**src/rtl/ext_mem_bridge_pkg.sv**
```systemverilog
// Shared types and constants for the external memory bridge.
package ext_mem_bridge_pkg;

  // Bridge sequencer states
  typedef enum logic [1:0] {
    StIdle   = 2'd0,
    StAccess = 2'd1,
    StResp   = 2'd2
  } bridge_state_e;

  // Value returned on rsp_rdata when the slave times out
  localparam logic [31:0] ERR_RDATA_DEFAULT = 32'hBADC0DE5;

  // One queued request: {wr, byte_en[3:0], wdata[31:0], addr[31:0]}
  typedef struct packed {
    logic        wr;
    logic [3:0]  byte_en;
    logic [31:0] wdata;
    logic [31:0] addr;
  } req_entry_t;

  localparam int unsigned REQ_W = $bits(req_entry_t);

  // Increment that sticks at all-ones instead of wrapping
  function automatic logic [7:0] sat_inc8(input logic [7:0] val);
    return (val == 8'hFF) ? val : val + 8'd1;
  endfunction

endpackage

```
**src/rtl/ext_req_fifo.sv**
```systemverilog
// Small request FIFO with registered full/empty flags and explicit pointer wrap.
module ext_req_fifo #(
  parameter int unsigned WIDTH = 8,
  parameter int unsigned DEPTH = 2
) (
  input  logic             clk_i,
  input  logic             rst_i,
  input  logic             push_i,
  input  logic [WIDTH-1:0] push_data_i,
  input  logic             pop_i,
  output logic [WIDTH-1:0] pop_data_o,
  output logic             full_o,
  output logic             empty_o
);

  localparam int unsigned PtrW = (DEPTH > 1) ? $clog2(DEPTH) : 1;
  localparam int unsigned CntW = $clog2(DEPTH + 1);
  localparam logic [PtrW-1:0] PtrLast = PtrW'(DEPTH - 1);

  logic [WIDTH-1:0] mem_q [DEPTH];
  logic [WIDTH-1:0] mem_d [DEPTH];
  logic [PtrW-1:0]  wr_ptr_q, wr_ptr_d;
  logic [PtrW-1:0]  rd_ptr_q, rd_ptr_d;
  logic [CntW-1:0]  count_q, count_d;
  logic             full_q, full_d;
  logic             empty_q, empty_d;
  logic             do_push, do_pop;

  assign do_push    = push_i & ~full_q;
  assign do_pop     = pop_i & ~empty_q;
  assign pop_data_o = mem_q[rd_ptr_q];
  assign full_o     = full_q;
  assign empty_o    = empty_q;

  // Next-state for storage, pointers, occupancy and flags
  always_comb begin
    for (int i = 0; i < int'(DEPTH); i++) begin
      mem_d[i] = mem_q[i];
    end
    wr_ptr_d = wr_ptr_q;
    rd_ptr_d = rd_ptr_q;
    count_d  = count_q;

    if (do_push) begin
      mem_d[wr_ptr_q] = push_data_i;
      wr_ptr_d = (wr_ptr_q == PtrLast) ? '0 : wr_ptr_q + PtrW'(1);
    end
    if (do_pop) begin
      rd_ptr_d = (rd_ptr_q == PtrLast) ? '0 : rd_ptr_q + PtrW'(1);
    end

    unique case ({do_push, do_pop})
      2'b10:   count_d = count_q + CntW'(1);
      2'b01:   count_d = count_q - CntW'(1);
      default: count_d = count_q;
    endcase

    full_d  = (count_d == CntW'(DEPTH));
    empty_d = (count_d == '0);
  end

  // FIFO state registers
  always_ff @(posedge clk_i or posedge rst_i) begin
    if (rst_i) begin
      for (int i = 0; i < int'(DEPTH); i++) begin
        mem_q[i] <= '0;
      end
      wr_ptr_q <= '0;
      rd_ptr_q <= '0;
      count_q  <= '0;
      full_q   <= 1'b0;
      empty_q  <= 1'b1;
    end else begin
      for (int i = 0; i < int'(DEPTH); i++) begin
        mem_q[i] <= mem_d[i];
      end
      wr_ptr_q <= wr_ptr_d;
      rd_ptr_q <= rd_ptr_d;
      count_q  <= count_d;
      full_q   <= full_d;
      empty_q  <= empty_d;
    end
  end

endmodule

```
**src/rtl/ext_mem_bridge.sv**
```systemverilog
// Queues core memory requests and sequences them one at a time onto a slave bus,
// returning one in-order response per request; a hung slave becomes an error response.
module ext_mem_bridge
  import ext_mem_bridge_pkg::*;
#(
  parameter int unsigned FIFO_DEPTH = 2,
  parameter int unsigned TIMEOUT    = 255,
  parameter logic [31:0] ERR_RDATA  = ERR_RDATA_DEFAULT
) (
  input  logic        clk,
  input  logic        rst,
  input  logic [31:0] req_addr,
  input  logic [31:0] req_wdata,
  input  logic        req_wr_en,
  input  logic        req_rd_en,
  input  logic [3:0]  req_byte_en,
  output logic        req_ready,
  output logic        rsp_valid,
  output logic [31:0] rsp_rdata,
  output logic        rsp_err,
  output logic [31:0] bus_addr,
  output logic [31:0] bus_wdata,
  output logic        bus_wr_en,
  output logic        bus_rd_en,
  output logic [3:0]  bus_byte_en,
  input  logic [31:0] bus_rdata,
  input  logic        bus_ready,
  output logic        busy,
  output logic [7:0]  timeout_cnt
);

  // Last wait-counter value before the abort cycle
  localparam logic [15:0] WaitLast = 16'(TIMEOUT - 1);

  bridge_state_e state_q, state_d;
  logic [31:0]   bus_addr_q, bus_addr_d;
  logic [31:0]   bus_wdata_q, bus_wdata_d;
  logic [3:0]    bus_byte_en_q, bus_byte_en_d;
  logic          bus_wr_q, bus_wr_d;
  logic          bus_rd_q, bus_rd_d;
  logic [15:0]   wait_cnt_q, wait_cnt_d;
  logic [31:0]   rsp_rdata_q, rsp_rdata_d;
  logic          rsp_err_q, rsp_err_d;
  logic [7:0]    timeout_cnt_q, timeout_cnt_d;

  req_entry_t    push_entry;
  req_entry_t    head_entry;
  logic          fifo_push, fifo_pop;
  logic          fifo_full, fifo_empty;

  // Both enables high is treated as a write
  always_comb begin
    push_entry.wr      = req_wr_en;
    push_entry.byte_en = req_byte_en;
    push_entry.wdata   = req_wdata;
    push_entry.addr    = req_addr;
  end

  assign req_ready = ~fifo_full;
  assign fifo_push = (req_wr_en | req_rd_en) & ~fifo_full;

  ext_req_fifo #(
    .WIDTH (REQ_W),
    .DEPTH (FIFO_DEPTH)
  ) u_req_fifo (
    .clk_i       (clk),
    .rst_i       (rst),
    .push_i      (fifo_push),
    .push_data_i (push_entry),
    .pop_i       (fifo_pop),
    .pop_data_o  (head_entry),
    .full_o      (fifo_full),
    .empty_o     (fifo_empty)
  );

  // Sequencer next-state: issue head of queue, wait for slave or timeout, respond
  always_comb begin
    state_d       = state_q;
    bus_addr_d    = bus_addr_q;
    bus_wdata_d   = bus_wdata_q;
    bus_byte_en_d = bus_byte_en_q;
    bus_wr_d      = bus_wr_q;
    bus_rd_d      = bus_rd_q;
    wait_cnt_d    = wait_cnt_q;
    rsp_rdata_d   = rsp_rdata_q;
    rsp_err_d     = rsp_err_q;
    timeout_cnt_d = timeout_cnt_q;
    fifo_pop      = 1'b0;

    unique case (state_q)
      StIdle: begin
        if (!fifo_empty) begin
          fifo_pop = 1'b1;
        end
      end
      StAccess: begin
        wait_cnt_d = wait_cnt_q + 16'd1;
        if (bus_ready) begin
          bus_wr_d    = 1'b0;
          bus_rd_d    = 1'b0;
          rsp_rdata_d = bus_rd_q ? bus_rdata : 32'h0;
          rsp_err_d   = 1'b0;
          state_d     = StResp;
        end else if (wait_cnt_q == WaitLast) begin
          bus_wr_d    = 1'b0;
          bus_rd_d    = 1'b0;
          rsp_rdata_d = ERR_RDATA;
          rsp_err_d   = 1'b1;
          state_d     = StResp;
        end
      end
      StResp: begin
        if (rsp_err_q) begin
          timeout_cnt_d = sat_inc8(timeout_cnt_q);
        end
        if (!fifo_empty) begin
          fifo_pop = 1'b1;
        end else begin
          state_d = StIdle;
        end
      end
      default: begin
        state_d = StIdle;
      end
    endcase

    // Popping always launches a fresh access from the head entry
    if (fifo_pop) begin
      bus_addr_d    = head_entry.addr;
      bus_wdata_d   = head_entry.wdata;
      bus_byte_en_d = head_entry.byte_en;
      bus_wr_d      = head_entry.wr;
      bus_rd_d      = ~head_entry.wr;
      wait_cnt_d    = '0;
      state_d       = StAccess;
    end
  end

  // Sequencer, bus and response registers
  always_ff @(posedge clk or posedge rst) begin
    if (rst) begin
      state_q       <= StIdle;
      bus_addr_q    <= '0;
      bus_wdata_q   <= '0;
      bus_byte_en_q <= '0;
      bus_wr_q      <= 1'b0;
      bus_rd_q      <= 1'b0;
      wait_cnt_q    <= '0;
      rsp_rdata_q   <= '0;
      rsp_err_q     <= 1'b0;
      timeout_cnt_q <= '0;
    end else begin
      state_q       <= state_d;
      bus_addr_q    <= bus_addr_d;
      bus_wdata_q   <= bus_wdata_d;
      bus_byte_en_q <= bus_byte_en_d;
      bus_wr_q      <= bus_wr_d;
      bus_rd_q      <= bus_rd_d;
      wait_cnt_q    <= wait_cnt_d;
      rsp_rdata_q   <= rsp_rdata_d;
      rsp_err_q     <= rsp_err_d;
      timeout_cnt_q <= timeout_cnt_d;
    end
  end

  // Response fields are forced to zero outside the response pulse
  always_comb begin
    rsp_valid = (state_q == StResp);
    rsp_rdata = rsp_valid ? rsp_rdata_q : 32'h0;
    rsp_err   = rsp_valid & rsp_err_q;
  end

  assign bus_addr    = bus_addr_q;
  assign bus_wdata   = bus_wdata_q;
  assign bus_byte_en = bus_byte_en_q;
  assign bus_wr_en   = bus_wr_q;
  assign bus_rd_en   = bus_rd_q;
  assign busy        = ~fifo_empty | (state_q != StIdle);
  assign timeout_cnt = timeout_cnt_q;

endmodule

```
**config.mk**
```make
export PLATFORM = sky130hd
export DESIGN_NAME = ext_mem_bridge
export DESIGN_NICKNAME = d
export VERILOG_FILES = /design/src/rtl/ext_mem_bridge_pkg.sv /design/src/rtl/ext_req_fifo.sv /design/src/rtl/ext_mem_bridge.sv
export SDC_FILE = /design/constraint.sdc
export NUM_CORES = 1
export LEC_CHECK = 0
export ABC_CLOCK_PERIOD_IN_PS = 9000
export BUFFER_PORTS_ARGS = -buffer_cell sky130_fd_sc_hd__buf_4
export CAP_MARGIN = 10
export CORE_ASPECT_RATIO = 2
export CORE_MARGIN = 2
export CORE_UTILIZATION = 50
export CTS_BUF_LIST = sky130_fd_sc_hd__clkbuf_16
export CTS_CLUSTER_SIZE = 8
export DETAILED_ROUTE_END_ITERATION = 10
export PLACE_DENSITY = 0.77
export SYNTH_ARGS = -nofsm -noshare
export SYNTH_HDL_FRONTEND = slang
export SYNTH_SLANG_ARGS = --single-unit
```
**constraint.sdc**
```tcl
create_clock -name clk -period 9 [get_ports clk]
set_input_delay 1.8 -clock clk [delete_from_list [all_inputs] [get_ports clk]]
set_output_delay 1.8 -clock clk [all_outputs]
set_load 0.05 [all_outputs]
```
==> out/results.txt <==
run status - finished, final reports clean
average size of a mapped cell - 12.63 um2
initial antenna violation count - 0
finished layout cell area - 14190 um2
Max Root-Sink Buffers - 3
setup repair after global routing missed its margin - no
Post-Route WL - 24920 um
startpoint of the worst register-to-register path - u_req_fifo.full_o$_DFF_PP0_
post-synthesis net count - 1001
worst reg-to-reg setup slack - 6.32 ns
Max Slew Vio Count - 0
crit end category - primary output
standard-cell row count - 77
worst vdd ir - 0.2594 mV
number of endpoints failing setup at the final stage - 0
relative slew slack - 26.72%
overall routing resource usage - 21.34%
Hold Startpoint - u_req_fifo.count_q[1]$_DFF_PP0_
endpoint required time on the critical path - 7.20 ns
element type at the critical path start - register
TritonCTS buffer count - 40
Max Clock Skew - 0.01659 ns
# hold bufs at CTS - 0
TritonCTS clock tree - built
number of antenna diodes - 0
Main synth FF type - dfrtp_1
area added between synthesis and finish - 25.91%
DRC violations left - 0
Post-Syn Instances - 892
part of the power in the clock network - 22.0%
number of global-route vias before repair - 7664
# port buffers - 218
number of instances resized during post-cts repair - 0
Final Cycle Share - 41.33%
R2R depth - 4
arrival time of data at the critical path endpoint - 1.92 ns
die boundary width - 110.2 um
vertical die dimension - 216.3 um
Detailed Routing Iterations Pass 1 - 4
share of cells above drive strength 1 - 37.40%
global route overflow - 0
class of the most critical setup path - reg -> out
Cell Int Power - 0.003591 W
achievable frequency - 0.2688 GHz
count of final hold-check violations - 0
end of the worst register-to-register path - u_req_fifo.mem_q[84]$_DFFE_PP0P_
CTS Sinks - 273
static leakage power - 6.784 nW
count of state elements after synthesis - 273
buffers inserted by post-CTS timing repair - 0
area of the die - 23830 um2
fill cell total of the finished layout - 1769
max_cap viols - 0
post-route ant nets - 0
power share of the combinational group - 40.7%
vias per cell - 5.352
number of placed I/O pins - 219
Worst Hold Endpoint - u_req_fifo.count_q[1]$_DFF_PP0_
clock-pin slew on the worst setup and hold paths - 0.05 ns
Worst-Margin Slew - 1.097 ns
Max H-tree Level - 2
maximum number of pins on one net before global-route repair - 196
routed length per placed instance - 17.91 um
worst setup path startpoint - state_q[0]$_DFFE_PP0P_
Post-layout nets - 1213
sw frac - 39.00%
core outline area - 22160 um2
NetSw - 0.002296 W
post-synthesis instance area - 11270 um2
share of total power in sequential cells - 37.2%
Total Negative Setup Slacks - 0 ns
placed cell area - 13090 um2
Worst Hold Class - reg -> reg
Power Dens Cells - 414.9 nW/um2
initial cell density of the core - 50.85%
number of flops mapped to enable cells by yosys - 0
crit path max fanout - 36
Tmin final - 3.720 ns
DRC violation total after the first TritonRoute iteration - 352
Detail Placement HPWL - 16350 um
clock tree root driver cell - clkbuf_16
Yosys warning count - 0
weighted congestion reported at the end of routability-driven placement - 0.7500
share of synthesized registers carrying an async set or reset - 100.0%
share of the yosys chip area belonging to registers - 60.64%
Worst-Skew Late Latency - 0.52 ns
global-route wire length before repair - 39210 um
DR vias - 7444
Distinct cells, synth - 41
hold depth - 1
-- cells in the mapped netlist, types with 5 or more instances --
| master | number | share of area [%] |
|---|---|---|
| nor2_1 | 8 | 0.27 |
| clkbuf_1 | 27 | 0.90 |
| nand3_1 | 10 | 0.44 |
| mux2_2 | 138 | 14 |
| o211ai_1 | 7 | 0.47 |
| nor3_1 | 5 | 0.22 |
| xnor2_1 | 9 | 0.70 |
| o31ai_1 | 7 | 0.47 |
| nand2_1 | 91 | 3.0 |
| a21oi_1 | 37 | 1.6 |
| and2_1 | 34 | 1.9 |
| dfrtp_1 | 272 | 60 |
| a22o_1 | 14 | 1.1 |
| inv_1 | 26 | 0.87 |
| o21ai_0 | 74 | 3.3 |
| mux2i_1 | 73 | 6.5 |
| buf_2 | 22 | 0.98 |
-- power groups by stage --
stage               logic, W  registers, W  clock network [W]
finish               0.00240       0.00219            0.00130
global placement     0.00236       0.00217                  0
CTS                  0.00243       0.00219            0.00133
detailed placement   0.00242       0.00221                  0
floorplan            0.00132       0.00261                  0
global route         0.00261       0.00226            0.00138
-- worst max-delay path, cell delays in order (launching register included) --
cell	delay, ns
dfrtp_1	0.43
and2b_2	0.55
and2_1	0.21
buf_4	0.20
-- through the flow --
step	cells	hold slack, ns	power, W	setup WS [ns]	util (%)
global placement	1337	0.4629	0.004536	4.948	59.06
CTS	1390	0.4701	0.005956	5.251	63.96
floorplan	892	0.4457	0.003939	3.591	-
finish	1391	0.4682	0.005887	5.280	64.03
global route	1391	0.4997	0.006251	5.148	64.03
detailed placement	1337	0.4636	0.004628	4.907	59.06
-- logic make-up after synthesis --
group,Yosys count,synth area share (%)
DFF,273,60.64
AOI/OAI and AO/OA,144,7.362
adders and majority gates,4,0.4442
buffers and inverters,80,2.987
muxes,211,20.28
xor gates and xnor gates,13,1.010
and+or+nand+nor,167,7.284
-- layout make-up --
| type | instances | area (um2) | share of cell area (%) |
|---|---|---|---|
| Clock buffer | 41 | 1026 | 7.232 |
| Timing Repair Buffer | 224 | 1702 | 11.99 |
| Clock inverter | 12 | 60.06 | 0.4233 |
| Sequential cell | 273 | 6837 | 48.19 |
| Inverter | 26 | 101.3 | 0.7143 |
| Tap cell | 276 | 345.3 | 2.434 |
| Multi-Input combinational cell | 539 | 4116 | 29.01 |
-- state kept, by name, indices dropped and copies added, names as in the netlist, 2 cells and up --
| name | cells |
|---|---|
| bus_byte_en | 4 |
| u_req_fifo.count_q | 2 |
| wait_cnt_q | 16 |
| timeout_cnt | 8 |
| bus_addr | 32 |
| u_req_fifo.mem_q | 138 |
| rsp_rdata_q | 32 |
| state_q | 2 |
| bus_wdata | 32 |
-- routing by layer --
layer	up-vias	track usage [%]	wire length (um)
li1	3500	-	-
met1	3660	23.05	9020
met2	233	39.73	13810
met3	51	3.699	1231
met4	0	8.792	856
met5	-	0	0
-- cell usage in the layout, fill, tap and decap left out, types with 4 or more instances in the layout --
cell and instances:
o31ai_1 7, nor2_1 7, ha_1 4, o21ai_0 74, xor2_1 4, buf_4 222, o211ai_1 7, nand4_1 4
clkbuf_16 41, nand2_1 90, a22o_1 14, inv_1 34, mux2_2 138, and2_1 34, nand3_1 10, xnor2_1 9
nor3_1 5, a21oi_1 37, mux2i_1 73, dfrtp_1 271
-- worst max path at each step --
| stage | to | slack, ns | depth (start not counted) |
|---|---|---|---|
| floorplan | bus_addr[0]$_DFFE_PP0N_ | 3.59 | 1 |
| global placement | u_req_fifo.mem_q[97]$_DFFE_PP0P_ | 4.95 | 5 |
| detailed placement | u_req_fifo.mem_q[97]$_DFFE_PP0P_ | 4.91 | 5 |
| CTS | rsp_err | 5.25 | 3 |
| global route | rsp_rdata[3] | 5.15 | 3 |
| finish | rsp_err | 5.28 | 3 |
Note: power is estimated with default switching activity, not from simulation.
